File: config.mk
export PLATFORM = sky130hd
export DESIGN_NAME = rms_finalizer
export DESIGN_NICKNAME = d
export VERILOG_FILES = /design/src/rtl/rms_finalizer.sv
export SDC_FILE = /design/constraint.sdc
export NUM_CORES = 1
export LEC_CHECK = 0
export ABC_AREA = 1
export BUFFER_PORTS_ARGS = -buffer_cell sky130_fd_sc_hd__clkbuf_2
export CAP_MARGIN = 20
export CELL_PAD_IN_SITES_DETAIL_PLACEMENT = 1
export CELL_PAD_IN_SITES_GLOBAL_PLACEMENT = 2
export CORE_ASPECT_RATIO = 1.4
export CORE_UTILIZATION = 25
export DETAILED_ROUTE_END_ITERATION = 8
export PLACE_DENSITY = 0.65
export SLEW_MARGIN = 0
export SYNTH_ARGS = -nofsm -noshare
export SYNTH_HDL_FRONTEND = slang
export SYNTH_SLANG_ARGS = --single-unit
File: constraint.sdc
create_clock -name clk -period 12.2 [get_ports clk]
set_input_delay 1.22 -clock clk [delete_from_list [all_inputs] [get_ports clk]]
set_output_delay 1.22 -clock clk [all_outputs]
set_load 0.005 [all_outputs]
File: src/rtl/rms_finalizer.sv
// rms_finalizer: turns a (sum of squares, sample count) pair into mean = floor(sum/N)
// and rms = floor(sqrt(mean)) using a bit-serial restoring divider and a bit-pair square root.
module rms_finalizer #(
   parameter int SUM_WIDTH = 64,
   parameter int N_WIDTH   = 32
) (
   input  logic                   clk,
   input  logic                   rst,
   input  logic [SUM_WIDTH-1:0]   in_data,
   input  logic [N_WIDTH-1:0]     in_data_N,
   input  logic                   in_data_valid,
   output logic [SUM_WIDTH-1:0]   out_data_mean,
   output logic [SUM_WIDTH/2-1:0] out_data_rms,
   output logic                   out_data_valid,
   output logic                   out_error,
   output logic                   out_overrun,
   output logic                   busy,
   output logic [1:0]             dbg_state_o
);

   localparam int HALF = SUM_WIDTH / 2;
   localparam int CW   = $clog2(SUM_WIDTH);

   // Handshake: in_data_valid is a one-cycle strobe with no back-pressure. It is accepted only
   // when busy is low; a strobe seen while busy is dropped and reported by out_overrun on the
   // next cycle. out_data_valid is a one-cycle pulse and the downstream cannot stall it.
   typedef enum logic [1:0] {
      IDLE = 2'd0,
      DIV  = 2'd1,
      SQRT = 2'd2,
      DONE = 2'd3
   } state_t;

   state_t              state_q;
   logic [SUM_WIDTH-1:0] work_q;      // dividend/quotient during DIV, radicand during SQRT
   logic [N_WIDTH-1:0]   divisor_q;
   logic [N_WIDTH:0]     rem_q;
   logic [SUM_WIDTH-1:0] mean_q;
   logic [HALF+1:0]      sq_rem_q;
   logic [HALF-1:0]      root_q;
   logic                 err_q;
   logic [CW-1:0]        cnt_q;
   logic [SUM_WIDTH-1:0] out_mean_q;
   logic [HALF-1:0]      out_rms_q;
   logic                 out_valid_q;
   logic                 out_err_q;
   logic                 overrun_q;

   logic [N_WIDTH:0]     rem_shift;
   logic                 div_ge;
   logic [N_WIDTH:0]     rem_d;
   logic [SUM_WIDTH-1:0] quo_d;
   logic [HALF+1:0]      sq_shift;
   logic [HALF+1:0]      sq_trial;
   logic                 sq_ge;
   logic [HALF+1:0]      sq_rem_d;
   logic [HALF-1:0]      root_d;
   logic [SUM_WIDTH-1:0] rad_d;

   always_comb begin
      // One restoring-division step: bring down the next dividend bit, subtract if it fits.
      rem_shift = (rem_q << 1) | {{N_WIDTH{1'b0}}, work_q[SUM_WIDTH-1]};
      div_ge    = (rem_shift >= {1'b0, divisor_q});
      rem_d     = div_ge ? (rem_shift - {1'b0, divisor_q}) : rem_shift;
      quo_d     = {work_q[SUM_WIDTH-2:0], div_ge};

      // One square-root step: bring down two radicand bits, try subtracting 4*root+1.
      sq_shift  = (sq_rem_q << 2) | {{HALF{1'b0}}, work_q[SUM_WIDTH-1 -: 2]};
      sq_trial  = {root_q, 2'b01};
      sq_ge     = (sq_shift >= sq_trial);
      sq_rem_d  = sq_ge ? (sq_shift - sq_trial) : sq_shift;
      root_d    = {root_q[HALF-2:0], sq_ge};
      rad_d     = {work_q[SUM_WIDTH-3:0], 2'b00};
   end

   always_ff @(posedge clk or posedge rst) begin
      if (rst) begin
         state_q     <= IDLE;
         work_q      <= '0;
         divisor_q   <= '0;
         rem_q       <= '0;
         mean_q      <= '0;
         sq_rem_q    <= '0;
         root_q      <= '0;
         err_q       <= 1'b0;
         cnt_q       <= '0;
         out_mean_q  <= '0;
         out_rms_q   <= '0;
         out_valid_q <= 1'b0;
         out_err_q   <= 1'b0;
         overrun_q   <= 1'b0;
      end else begin
         out_valid_q <= 1'b0;
         overrun_q   <= in_data_valid && (state_q != IDLE);
         case (state_q)
            IDLE: begin
               if (in_data_valid) begin
                  divisor_q <= in_data_N;
                  rem_q     <= '0;
                  cnt_q     <= CW'(SUM_WIDTH - 1);
                  if (in_data_N == '0) begin
                     mean_q  <= '0;
                     root_q  <= '0;
                     err_q   <= 1'b1;
                     state_q <= DONE;
                  end else begin
                     work_q  <= in_data;
                     err_q   <= 1'b0;
                     state_q <= DIV;
                  end
               end
            end
            DIV: begin
               work_q <= quo_d;
               rem_q  <= rem_d;
               if (cnt_q == '0) begin
                  // Quotient complete: it is both the mean and the radicand for SQRT.
                  mean_q   <= quo_d;
                  sq_rem_q <= '0;
                  root_q   <= '0;
                  cnt_q    <= CW'(HALF - 1);
                  state_q  <= SQRT;
               end else begin
                  cnt_q <= cnt_q - 1'b1;
               end
            end
            SQRT: begin
               sq_rem_q <= sq_rem_d;
               root_q   <= root_d;
               work_q   <= rad_d;
               if (cnt_q == '0) begin
                  state_q <= DONE;
               end else begin
                  cnt_q <= cnt_q - 1'b1;
               end
            end
            DONE: begin
               out_mean_q  <= mean_q;
               out_rms_q   <= root_q;
               out_err_q   <= err_q;
               out_valid_q <= 1'b1;
               state_q     <= IDLE;
            end
            default: state_q <= IDLE;
         endcase
      end
   end

   assign out_data_mean  = out_mean_q;
   assign out_data_rms   = out_rms_q;
   assign out_data_valid = out_valid_q;
   assign out_error      = out_err_q;
   assign out_overrun    = overrun_q;
   assign busy           = (state_q != IDLE);
   assign dbg_state_o    = state_q;

endmodule

* After elaboration in Yosys (flattened, before gate mapping)
Cells that the tools add are included.
** Word-level totals
- Output and inout bits :: 102
- Bits of input ports :: 99
- Flip-flop bits (word level) :: 364
- Word-level logic and storage cells :: 74
** Cells by class
- Bitwise operators :: 2
- Order comparisons :: 2
- Reductions and logical operators :: 16
- $add $sub $neg :: 3
- Equality and inequality tests :: 9
- Multiplexer cells :: 28
** Operator list (number)
- 64-bit 2-to-1 mux :: 5
- 32-bit 2-to-1 mux :: 7
- 64-bit one-hot mux with 3 select lines :: 1
- 32-bit one-hot mux with 2 select lines :: 2
- 64-bit one-hot mux with 2 select lines :: 1
- 32-bit one-hot mux with 3 select lines :: 1
- 32-bit subtractor :: 2
- 34-bit greater-or-equal comparator :: 1
- 34-bit by 2-bit bitwise OR with 34-bit output :: 1
- 33-bit by 32-bit greater-or-equal comparator with 1-bit output :: 1
- 33-bit by 1-bit bitwise OR with 33-bit output :: 1
- 32-bit zero test :: 1
- 6-bit 2-to-1 mux :: 3
- 6-bit one-hot mux with 3 select lines :: 1
- 2-bit != test (second input constant) :: 6
- 3-bit AND reduction :: 3
- 2-bit 2-to-1 mux :: 4
- 2-bit one-hot mux with 4 select lines :: 1
- 4-bit AND reduction :: 2
- 6-bit zero test :: 1
- 2-bit AND reduction :: 3
- 2-bit nonzero test :: 3
- 6-bit by 1-bit subtractor with 6-bit output (second input constant) :: 1
- 2-bit equality test (second input constant) :: 2
- other kinds (5) :: 6

* Logic depth before layout (Yosys ltp)
- Word-level depth :: 4
- Gate-level depth with buffers :: 17
- Gate-level depth less buffers :: 16

* Least setup slack after synthesis
Ideal clock, no wire load.
- Path kind :: input to register
- From :: in in_data_N[9]
- To :: reg work_q[24]
- Arrival :: 2.307 ns
- Buffers on the path :: 1
- Data required time :: 12.065 ns
- Setup time :: 0.135 ns
- Slack :: 9.758 ns
- Stages :: 7
- Cell sequence :: nor4_1 nand3_1 o21ai_2 nand2_2 inv_2 clkbuf_1 o21ai_0
** On the way
- Word-level cells in the longest chain between the ends :: 3
** Ends and longest elaborated chain
- from (decl) :: RTL line 10 : input logic [N_WIDTH-1:0] in_data_N,
- 32-bit zero test :: RTL line 101 : if (in_data_N == '0) begin
- 2-bit != test (no line)
- 3-bit AND reduction (no line)
- to (signal assigned) :: RTL line 107 : work_q <= in_data;
- to (signal assigned) :: RTL line 114 : work_q <= quo_d;
- to (signal assigned) :: RTL line 130 : work_q <= rad_d;
- to (decl) :: RTL line 35 : logic [SUM_WIDTH-1:0] work_q;
No other way between the ends.
A chain may end at the register's enable or synchronous reset.

* Worst setup path in the final report
- From :: in in_data_N[9]
- To :: reg mean_q[45]
** On the way
- Word-level cells in the longest chain between the ends :: 3
** Ends and longest elaborated chain
- 32-bit zero test :: RTL line 101
- 2-bit != test (no line)
- 4-bit AND reduction (no line)
- to (signal assigned) :: RTL line 118 : mean_q <= quo_d;
- to (decl) :: RTL line 38 : logic [SUM_WIDTH-1:0] mean_q;
No other way between the ends.

==> run metrics <==
Hold Path Stages=2; hold path endpoint=out_data_mean[5]; final setup skew=25.8 ps; Tcrit/Tclk final=28.1%; kind of end point of the critical path=register; Hold Vio Cnt, Final=0; Placer Congestion=0.845; Tmin final=~3400 ps; number of buffers created by CTS=44; fmax=292 MHz; post-synthesis cell area=20900 um^2; vias in the first global route=20800; slowest stage delay, CP=about 670 ps; r2r startpoint=dbg_state_o[1]; Ys Warns=0; sequential element share of the synthesized area=a little over two fifths; DR vias=about 19000; Detail Route Antenna Nets=0; # hold bufs at CTS=0; Sink Count=364; final setup violation count=0; ys async rst share=100%; Post-synth EDFFs=0; Unique masters post-synth=40; grt total ovfl=0; Global Route Usage Sum=17.4%; DIE WIDTH=~250 um; max_slew headroom=roughly a third; initial antenna violation count=9; largest net degree at the start of global routing=135; worst skew pair latency=600 ps; Req. time, crit path=about 13000 ps; worst vdd ir=roughly 0.18 mV; Detailed Place HPWL=52700 um; syn avg cell area=7.12 um^2; ranking of synthesized cells by area=dfrtp_1 (44%), nand2_1 (20%), inv_1 (6.8%); slew at the pin with the worst max-slew slack=1020 ps; Worst setup SP type=input port; Initial Util=25.2%; RSZ-0062 raised after global routing=no; synthesized flop and latch total=364; R2R cell count=9; Layout Utilization=29.4%; R2R Setup Slk=8900 ps; htree depth=2; hold_sp=out_data_mean[5]; cell mode on critical path=nand2_1; root buf cell=clkbuf_16; RR Endpoint=mean_q[39]; outcome=completed; Leak Pwr=12.7 nW; post-synth top area share=around 44%; Core Box Area=around 83000 um^2; share of layout cells above drive strength 1=11.0%; CTS tree=yes; critical-path cell list=clkbuf_2 > nor4_1 > nand3_1 > nor2_1 > nand2_1 > nand2_1 > nand2_4 > buf_4 > nand2_1 > o21ai_0; DRT Pass-1 Iters=6; die footprint=~85000 um^2; slowest CP cell=nor4_1; crit path DAT=slightly below 4000 ps; n_diodes=0; Final nets=around 3300; top-count cell post-synth=nand2_1; kind of critical path=input port to register; input/output buffers=200; Synth Instances=2933; Routed wire per std cell=17.2 um; initial DRC count=roughly 730; crit-path max FO=between 70 and 80; # Max-Cap Violations=0; filler instances=10300; Hold Crit Class=register to register; first-pass GRT wire length=117000 um; most common library cells after synthesis=nand2_1 (1115), inv_1 (378), dfrtp_1 (364); chip height=344 um; CTS max path bufs=3; area leader, netlist=dfrtp_1; pins over their slew limit=0; # DRC=0; setup tns final=0 ps; via/cell ratio=roughly 4.5; clock transition at the registers of the reported paths=60 ps; Primary FF master, synth=dfrtp_1; Resized Gates After CTS=0; std cell rows=about 130; Area growth syn-to-layout=16.6%; post-CTS setup buffers=0; Mapped Nets=roughly 3100; Pwr Density=between 300 and 400 nW/um^2; DRT Wirelength=between 70000 and 80000 um; Top Ports=201
how the worst max path moves through the flow:
stage | startpoint | to | slack (ps) | cells after the start
6_report | in_data_N[9] | mean_q[45] | 8770 | 10
5_1_grt | in_data_N[9] | mean_q[38] | 8570 | 10
4_1_cts | in_data_N[13] | work_q[37] | 8530 | 8
3_5_place_dp | in_data_N[13] | work_q[37] | 7900 | 8
3_3_place_gp | in_data_N[13] | work_q[0] | 7940 | 10
2_1_floorplan | rst | cnt_q[0] | 880 | 1
cell usage in the layout, fill, tap and decap left out, types with 13 or more instances in the layout:
cell type and instances:
nand2_1 1114, inv_1 376, dfrtp_1 364, o21ai_0 264, nand3_1 255, clkbuf_2 200
nor2_1 92, ha_1 67, o21ai_1 66, clkbuf_16 45, a21oi_1 41, xnor2_1 26
nand3b_1 22, nor3_1 16, nand4_1 15, buf_4 15, nand2_2 13, clkbuf_1 13
worst max-delay path, delay by kind of cell:
| family | cells | cell delay [ps] |
|---|---|---|
| AND/OR/NAND/NOR | 7 | 1920 |
| buffers and inverters | 2 | 540 |
| AO/OA/AOI/OAI | 1 | 100 |
metal layers:
layer / track usage [%] / up-vias / wire length, um
met5: 0 / - / 106
met2: 31.6 / 257 / 36200
met3: 3.85 / 96 / 3380
met1: 20.4 / 9170 / 30600
met4: 5.07 / 16 / 1720
li1: - / 9499 / -
through the flow:
step	cells	total power, mW	hold WS [ps]	setup slack, ps	area [um^2]
CTS	4191	7.62	479	8530	24300
global placement	4111	6.11	455	7940	22900
finish	4192	7.45	471	8770	24400
global route	4192	8.24	481	8570	24400
floorplan	2933	4.91	449	876	20900
detailed placement	4112	6.21	460	7900	22900
kinds of logic (layout without fill, tap and decap cells):
logic type                 Yosys count  after routing  share of synthesized area [%]
and+or+nand+nor                   1572           1572                           31.5
AOI/OAI and AO/OA                  389            389                           9.54
DFF                                364            364                           43.6
xor gates and xnor gates            30             30                           1.26
adders and majority gates           72             72                           4.35
buffers and inverters              506            686                           9.76
sequential cells by signal, summed over array words and instances, names as in the netlist:
name,count
out_data_valid,1
sq_rem_q,32
out_error,1
mean_q,64
rem_q,32
cnt_q,6
dbg_state_o,2
divisor_q,32
work_q,64
err_q,1
out_data_mean,64
root_q,32
out_data_rms,32
out_overrun,1
cell type report:
class | count | area (um^2) | area share (%)
clock buffer | 67 | 1300 | 5.33
clock inverter | 12 | 155 | 0.637
inverter | 389 | 1470 | 6.04
multi-input combinational | 2063 | 9790 | 40.2
sequential | 364 | 9110 | 37.4
tap | 1079 | 1350 | 5.54
timing repair buffer | 218 | 1190 | 4.88
where the power goes:
part           switching (mW)  internal [mW]
clock                   0.556          0.797
sequential              0.286           1.63
combinational            2.82           1.35
(Power assumes the default switching activity.)
